==> src/rtl/sgm_path_sequencer.sv <==
// Row/column timing controller that issues path-begin strobes, ROI enable and line-buffer addresses for SGM aggregation.
// Optional macro SGM_SEQ_FRAME_STATS_EN adds frame_cnt and lines_in_frame outputs.
module sgm_path_sequencer #(
   parameter int ROW_WIDTH  = 10,
   parameter int COL_WIDTH  = 11,
   parameter int IMG_WIDTH  = 800,
   parameter int ROI_START  = 400,
   parameter int ROI_END    = 799,
   parameter int ADDR_WIDTH = 9
) (
   input  logic                  clk,
   input  logic                  rst,
   input  logic                  de_in,
   input  logic                  h_sync_in,
   input  logic                  v_sync_in,
   output logic                  roi_de,
   output logic                  horiz_begin,
   output logic                  vert_begin,
   output logic                  diag_lr_begin,
   output logic                  diag_rl_begin,
   output logic [ADDR_WIDTH-1:0] lb_wr_addr,
   output logic [ADDR_WIDTH-1:0] lb_rd_addr,
   output logic                  line_err
`ifdef SGM_SEQ_FRAME_STATS_EN
   ,
   output logic [15:0]           frame_cnt,
   output logic [ROW_WIDTH-1:0]  lines_in_frame
`endif
);

   localparam logic [COL_WIDTH-1:0] ROI_START_C = COL_WIDTH'(ROI_START);
   localparam logic [COL_WIDTH-1:0] ROI_END_C   = COL_WIDTH'(ROI_END);
   localparam logic [COL_WIDTH-1:0] IMG_WIDTH_C = COL_WIDTH'(IMG_WIDTH);
   localparam logic [COL_WIDTH-1:0] COL_MAX     = '1;

   typedef enum logic [1:0] {
      IDLE,
      FRAME_WAIT,
      ACTIVE,
      BLANK
   } state_t;

   state_t                 state;
   state_t                 state_next;
   logic [ROW_WIDTH-1:0]   row;
   logic [COL_WIDTH-1:0]   col;
   logic                   col_ovf;
   logic                   first_row;

   logic                   roi_de_n;
   logic                   horiz_n;
   logic                   vert_n;
   logic                   diag_lr_n;
   logic                   diag_rl_n;
   logic [ADDR_WIDTH-1:0]  wr_addr_n;
   logic [ADDR_WIDTH-1:0]  rd_addr_n;
   logic                   line_end_bad;

   always_ff @(posedge clk or posedge rst) begin
      if (rst) begin
         state <= IDLE;
      end else begin
         state <= state_next;
      end
   end

   always_comb begin
      state_next = state;
      case (state)
         IDLE:       if (v_sync_in) state_next = FRAME_WAIT;
         FRAME_WAIT: if (de_in)     state_next = ACTIVE;
         ACTIVE:     if (!de_in)    state_next = BLANK;
         BLANK:      if (de_in)     state_next = ACTIVE;
         default:                   state_next = IDLE;
      endcase
      if (v_sync_in) begin
         state_next = FRAME_WAIT;
      end
   end

   // A pixel counts only outside IDLE, without a coincident frame sync, and while col is not saturated.
   // The first pixel seen in BLANK starts a new row, so it never belongs to the first row.
   always_comb begin
      logic pix;
      logic in_roi;
      logic first_eff;
      pix       = de_in && !v_sync_in && (state != IDLE) && !col_ovf;
      in_roi    = (col >= ROI_START_C) && (col <= ROI_END_C);
      first_eff = (state == BLANK) ? 1'b0 : first_row;
      roi_de_n  = pix && in_roi;
      horiz_n   = roi_de_n && (col == ROI_START_C);
      vert_n    = roi_de_n && first_eff;
      diag_lr_n = vert_n || (roi_de_n && (col == ROI_START_C));
      diag_rl_n = vert_n || (roi_de_n && (col == ROI_END_C));
      wr_addr_n = lb_wr_addr;
      rd_addr_n = lb_rd_addr;
      if (roi_de_n) begin
         wr_addr_n = ADDR_WIDTH'(col - ROI_START_C);
         rd_addr_n = (col == ROI_END_C) ? '0 : ADDR_WIDTH'(col - ROI_START_C + COL_WIDTH'(1));
      end
      line_end_bad = (state == ACTIVE) && !de_in && !v_sync_in && (col_ovf || (col != IMG_WIDTH_C));
   end

   always_ff @(posedge clk or posedge rst) begin
      if (rst) begin
         row       <= '0;
         first_row <= 1'b0;
      end else if (v_sync_in) begin
         row       <= '0;
         first_row <= 1'b1;
      end else if ((state == BLANK) && de_in) begin
         row       <= row + ROW_WIDTH'(1);
         first_row <= 1'b0;
      end
   end

   // col holds the index of the next pixel; it sticks at its maximum and flags overflow on over-long lines.
   always_ff @(posedge clk or posedge rst) begin
      if (rst) begin
         col     <= '0;
         col_ovf <= 1'b0;
      end else if (v_sync_in || h_sync_in || !de_in || (state == IDLE)) begin
         col     <= '0;
         col_ovf <= 1'b0;
      end else if (col == COL_MAX) begin
         col_ovf <= 1'b1;
      end else begin
         col <= col + COL_WIDTH'(1);
      end
   end

   always_ff @(posedge clk or posedge rst) begin
      if (rst) begin
         roi_de        <= 1'b0;
         horiz_begin   <= 1'b0;
         vert_begin    <= 1'b0;
         diag_lr_begin <= 1'b0;
         diag_rl_begin <= 1'b0;
         lb_wr_addr    <= '0;
         lb_rd_addr    <= '0;
         line_err      <= 1'b0;
      end else begin
         roi_de        <= roi_de_n;
         horiz_begin   <= horiz_n;
         vert_begin    <= vert_n;
         diag_lr_begin <= diag_lr_n;
         diag_rl_begin <= diag_rl_n;
         lb_wr_addr    <= wr_addr_n;
         lb_rd_addr    <= rd_addr_n;
         if (line_end_bad) begin
            line_err <= 1'b1;
         end
      end
   end

`ifdef SGM_SEQ_FRAME_STATS_EN
   logic v_sync_q;

   // Stats advance once per frame-sync pulse, capturing the row count of the frame just ended.
   always_ff @(posedge clk or posedge rst) begin
      if (rst) begin
         v_sync_q       <= 1'b0;
         frame_cnt      <= '0;
         lines_in_frame <= '0;
      end else begin
         v_sync_q <= v_sync_in;
         if (v_sync_in && !v_sync_q) begin
            frame_cnt      <= frame_cnt + 16'd1;
            lines_in_frame <= row + ROW_WIDTH'(1);
         end
      end
   end
`endif

endmodule
==> config.mk <==
export PLATFORM = sky130hd
export DESIGN_NAME = sgm_path_sequencer
export DESIGN_NICKNAME = d
export VERILOG_FILES = /design/src/rtl/sgm_path_sequencer.sv
export SDC_FILE = /design/constraint.sdc
export NUM_CORES = 1
export LEC_CHECK = 0
export BUFFER_PORTS_ARGS = -buffer_cell sky130_fd_sc_hd__buf_2
export CAP_MARGIN = 20
export CORE_MARGIN = 1.5
export CORE_UTILIZATION = 30
export CTS_BUF_LIST = sky130_fd_sc_hd__clkbuf_16
export CTS_CLUSTER_SIZE = 30
export DETAILED_ROUTE_END_ITERATION = 12
export SYNTH_ARGS = -nofsm -noshare
export SYNTH_HDL_FRONTEND = slang
export SYNTH_SLANG_ARGS = --single-unit
==> constraint.sdc <==
create_clock -name clk -period 2.5 [get_ports clk]
set_clock_uncertainty 0.05 [all_clocks]
set_input_delay 0.5 -clock clk [delete_from_list [all_inputs] [get_ports clk]]
set_output_delay 0.5 -clock clk [all_outputs]
set_load 0.03 [all_outputs]
==> flow_metrics.py <==
metrics = {
    "drt": {
        "wl_met1_um": 2121,
        "dr.pass1.iters": 4,
        "drc": 0,
        "wl_per_cell_um": 14.17,
        "routed-wl-met2_um": 1975,
        "maxUsedRoutingLayer": "met4",
        "via_per_inst": 4.800,
        "first_iter_violations": 92,
        "vias": 1464,
        "ant_nets": 0,
        "met3_length_um": 157,
        "finalWirelength_um": 4322,
    },
    "place": {
        "gp_congestion": 0.8492,
        "dp.cells": 297,
        "dp_hpwl_um": 3211,
        "port_buffers": 28,
    },
    "setup_path": {
        "r2r_slack_ns": 0.17,
        "r2r_start": "col[0]$_DFFE_PP0P_",
        "arrival_ns": 2.45,
        "reg2reg_depth": 7,
        "cp-end-kind": "register",
        "regToRegEndpoint": "lb_wr_addr[4]$_DFFE_PP0P_",
        "path_max_fanout": 8,
        "worstSetupStartpointType": "register",
        "critPathRequiredTime_ns": 2.62,
        "critical_path_class": "reg2reg",
    },
    "synth": {
        "yosysWarnings": 0,
        "synth-edff-count": 0,
        "ys_ff_latch": 39,
        "synth_area_sq_mm": 0.002051,
        "synth_top_area_cell": "dfrtp_1",
        "seq_area_frac_synth_pct": 47.59,
        "syn_nets": 204,
        "synth_area_leaders": "dfrtp_1 (48%), mux2_4 (5.1%), ha_1 (4.3%)",
        "synth_ff_type": "dfrtp_1",
        "synth_cells": 192,
        "synth_top_area_share_pct": 47.59,
        "avgSynthCellArea_sq_um": 10.68,
        "ys_async_sr_fraction_pct": 100.0,
        "synth_cell_types": 39,
    },
    "cells_and_area": {
        "synthToLayoutAreaGrowth_pct": 18.06,
        "layout-drive-gt1-share_pct": 30.26,
        "layout_commonest_cell": "dfrtp_1",
        "num_antenna_cells": 0,
        "nets": 239,
        "final_cell_mix": "dfrtp_1 (38), buf_2 (28), nor2_1 (22)",
        "layout.cells.non_filler": 305,
    },
    "floorplanning": {
        "die_w_um": 85.68,
        "start_util_pct": 31.57,
        "rows": 29,
        "io_pins": 29,
        "die_h_um": 85.68,
        "dieArea_sq_mm": 0.007341,
        "core_area_sq_mm": 0.006495,
    },
    "pwr": {
        "power_frac_comb_pct": 5.6,
        "ir_drop_v": 0.0002781,
        "p_sw_w": 0.0002999,
        "p_per_area_mw_per_mm2": 550.6,
        "clockPowerShare_pct": 45.3,
        "seqPwrFrac_pct": 49.1,
        "power_w": 0.001333,
        "p_int_w": 0.001033,
        "p_leak_nw": 1.166,
        "sw_frac_of_total_pct": 22.49,
    },
    "timing": {
        "hold_violations": 0,
        "relSlewSlack_pct": 63.27,
        "fin_setup_tns_ns": 0,
        "finalSetupViolCount": 0,
        "max_freq_mhz": 428.6,
        "period_minus_slack_ns": 2.333,
        "fin_crit_sh_pct": 93.33,
        "finalMaxSlewViolations": 0,
        "rsz0062_at_grt": "no",
        "worst_pin_slew_ns": 0.5464,
    },
    "clocking": {
        "clock-sinks": 39,
        "cts_tree": "yes",
        "hold_buffers": 0,
        "clockRootBuffer": "clkbuf_16",
        "clock_latency_ns": 0.28,
        "cts_buffers": 5,
        "h-tree-depth": 2,
        "ctsLongestPathBuffers": 2,
        "clk_pin_slew_worst_paths_ns": 0.05,
    },
    "grt": {
        "grt_pass1_vias": 1470,
        "grt_pass1_wl_um": 7369,
        "antenna_found_initial": 0,
        "grt_max_degree": 40,
        "grt.total_usage_pct": 12.99,
        "gr-total-overflow": 0,
    },
    "worst_hold_path": {
        "hold_class": "in2async",
    },
    "job": {
        "max-cap-violations": 0,
    },
    "run_status": {
        "status": "finished, final reports clean",
    },
}
-- state kept, by name, summed over array words and instances (netlist names), 2 cells and up --
register and cells:
col 11, lb_rd_addr 9, lb_wr_addr 9, state 2
-- worst max-delay path, stage by stage (launching register included) --
cell	delay (ns)
dfrtp_1	0.44
ha_1	0.28
and3_4	0.23
and3_4	0.18
o31ai_4	0.28
nand2b_2	0.22
buf_4	0.19
mux2_2	0.34
-- worst max-delay path by stage --
stage                       startpoint                   endpoint  slack [ns]
global route        col[5]$_DFFE_PP0P_  lb_wr_addr[3]$_DFFE_PP0P_        0.03
global placement    col[5]$_DFFE_PP0P_  lb_wr_addr[1]$_DFFE_PP0P_        0.16
CTS                 col[5]$_DFFE_PP0P_  lb_wr_addr[1]$_DFFE_PP0P_        0.07
finish              col[0]$_DFFE_PP0P_  lb_wr_addr[4]$_DFFE_PP0P_        0.17
floorplan           col[0]$_DFFE_PP0P_  lb_rd_addr[0]$_DFFE_PP0P_        0.13
detailed placement  col[5]$_DFFE_PP0P_  lb_wr_addr[1]$_DFFE_PP0P_        0.08
-- metal layers --
metal	vias up	global-route usage [%]
li1	732	-
met1	704	17.34
met2	23	20.04
met3	5	4.042
met4	0	4.399
met5	-	0
-- power by group through the flow --
stage	Clock, W	Combinational [W]	Sequential (W)
2_1_floorplan	0	0.0000327	0.000682
3_5_place_dp	0	0.0000771	0.000666
5_1_grt	0.000647	0.0000835	0.000655
6_report	0.000604	0.0000748	0.000654
3_3_place_gp	0	0.0000767	0.000665
4_1_cts	0.000621	0.0000772	0.000654
-- layout make-up --
cell class / instances / area (sq um)
Fill cell: 641 / 4074
Sequential cell: 39 / 977.2
Multi-Input combinational cell: 132 / 942.2
Timing Repair Buffer: 39 / 222.7
Clock buffer: 5 / 125.1
Tap cell: 77 / 96.34
Inverter: 10 / 42.54
Clock inverter: 3 / 15.01
-- cells in the mapped netlist, types with 6 or more instances --
library cell,instances
nand2_1,13
a21oi_1,10
nor2_1,22
mux2_2,7
nand3_1,9
xnor2_1,8
inv_1,9
mux2_4,7
o21ai_0,6
ha_1,7
dfrtp_1,39
-- repair_timing --
item | in CTS | in global routing
gates resized for setup | 0 | 2
setup buffers | 0 | 0
setup endpoints to repair | 0 | 4
-- through the flow --
step / utilization (%) / setup WS (ns) / hold slack, ns / cell area (sq um)
2_1_floorplan: - / 0.1339 / 0.4352 / 2051
3_3_place_gp: 35.06 / 0.1642 / 0.3854 / 2277
3_5_place_dp: 35.06 / 0.07842 / 0.3969 / 2277
4_1_cts: 37.22 / 0.06668 / 0.3026 / 2417
5_1_grt: 37.28 / 0.02928 / 0.3465 / 2421
6_report: 37.28 / 0.1666 / 0.2810 / 2421
-- logic make-up after synthesis --
logic type | after synthesis | synth area share, %
AND/OR/NAND/NOR | 72 | 18.55
flip-flops | 39 | 47.59
AO/OA/AOI/OAI | 25 | 7.932
buffers and inverters | 21 | 6.589
multiplexers | 16 | 9.945
XOR/XNOR | 12 | 5.125
adder cells (fa/ha/maj) | 7 | 4.271
(Power assumes the default switching activity.)
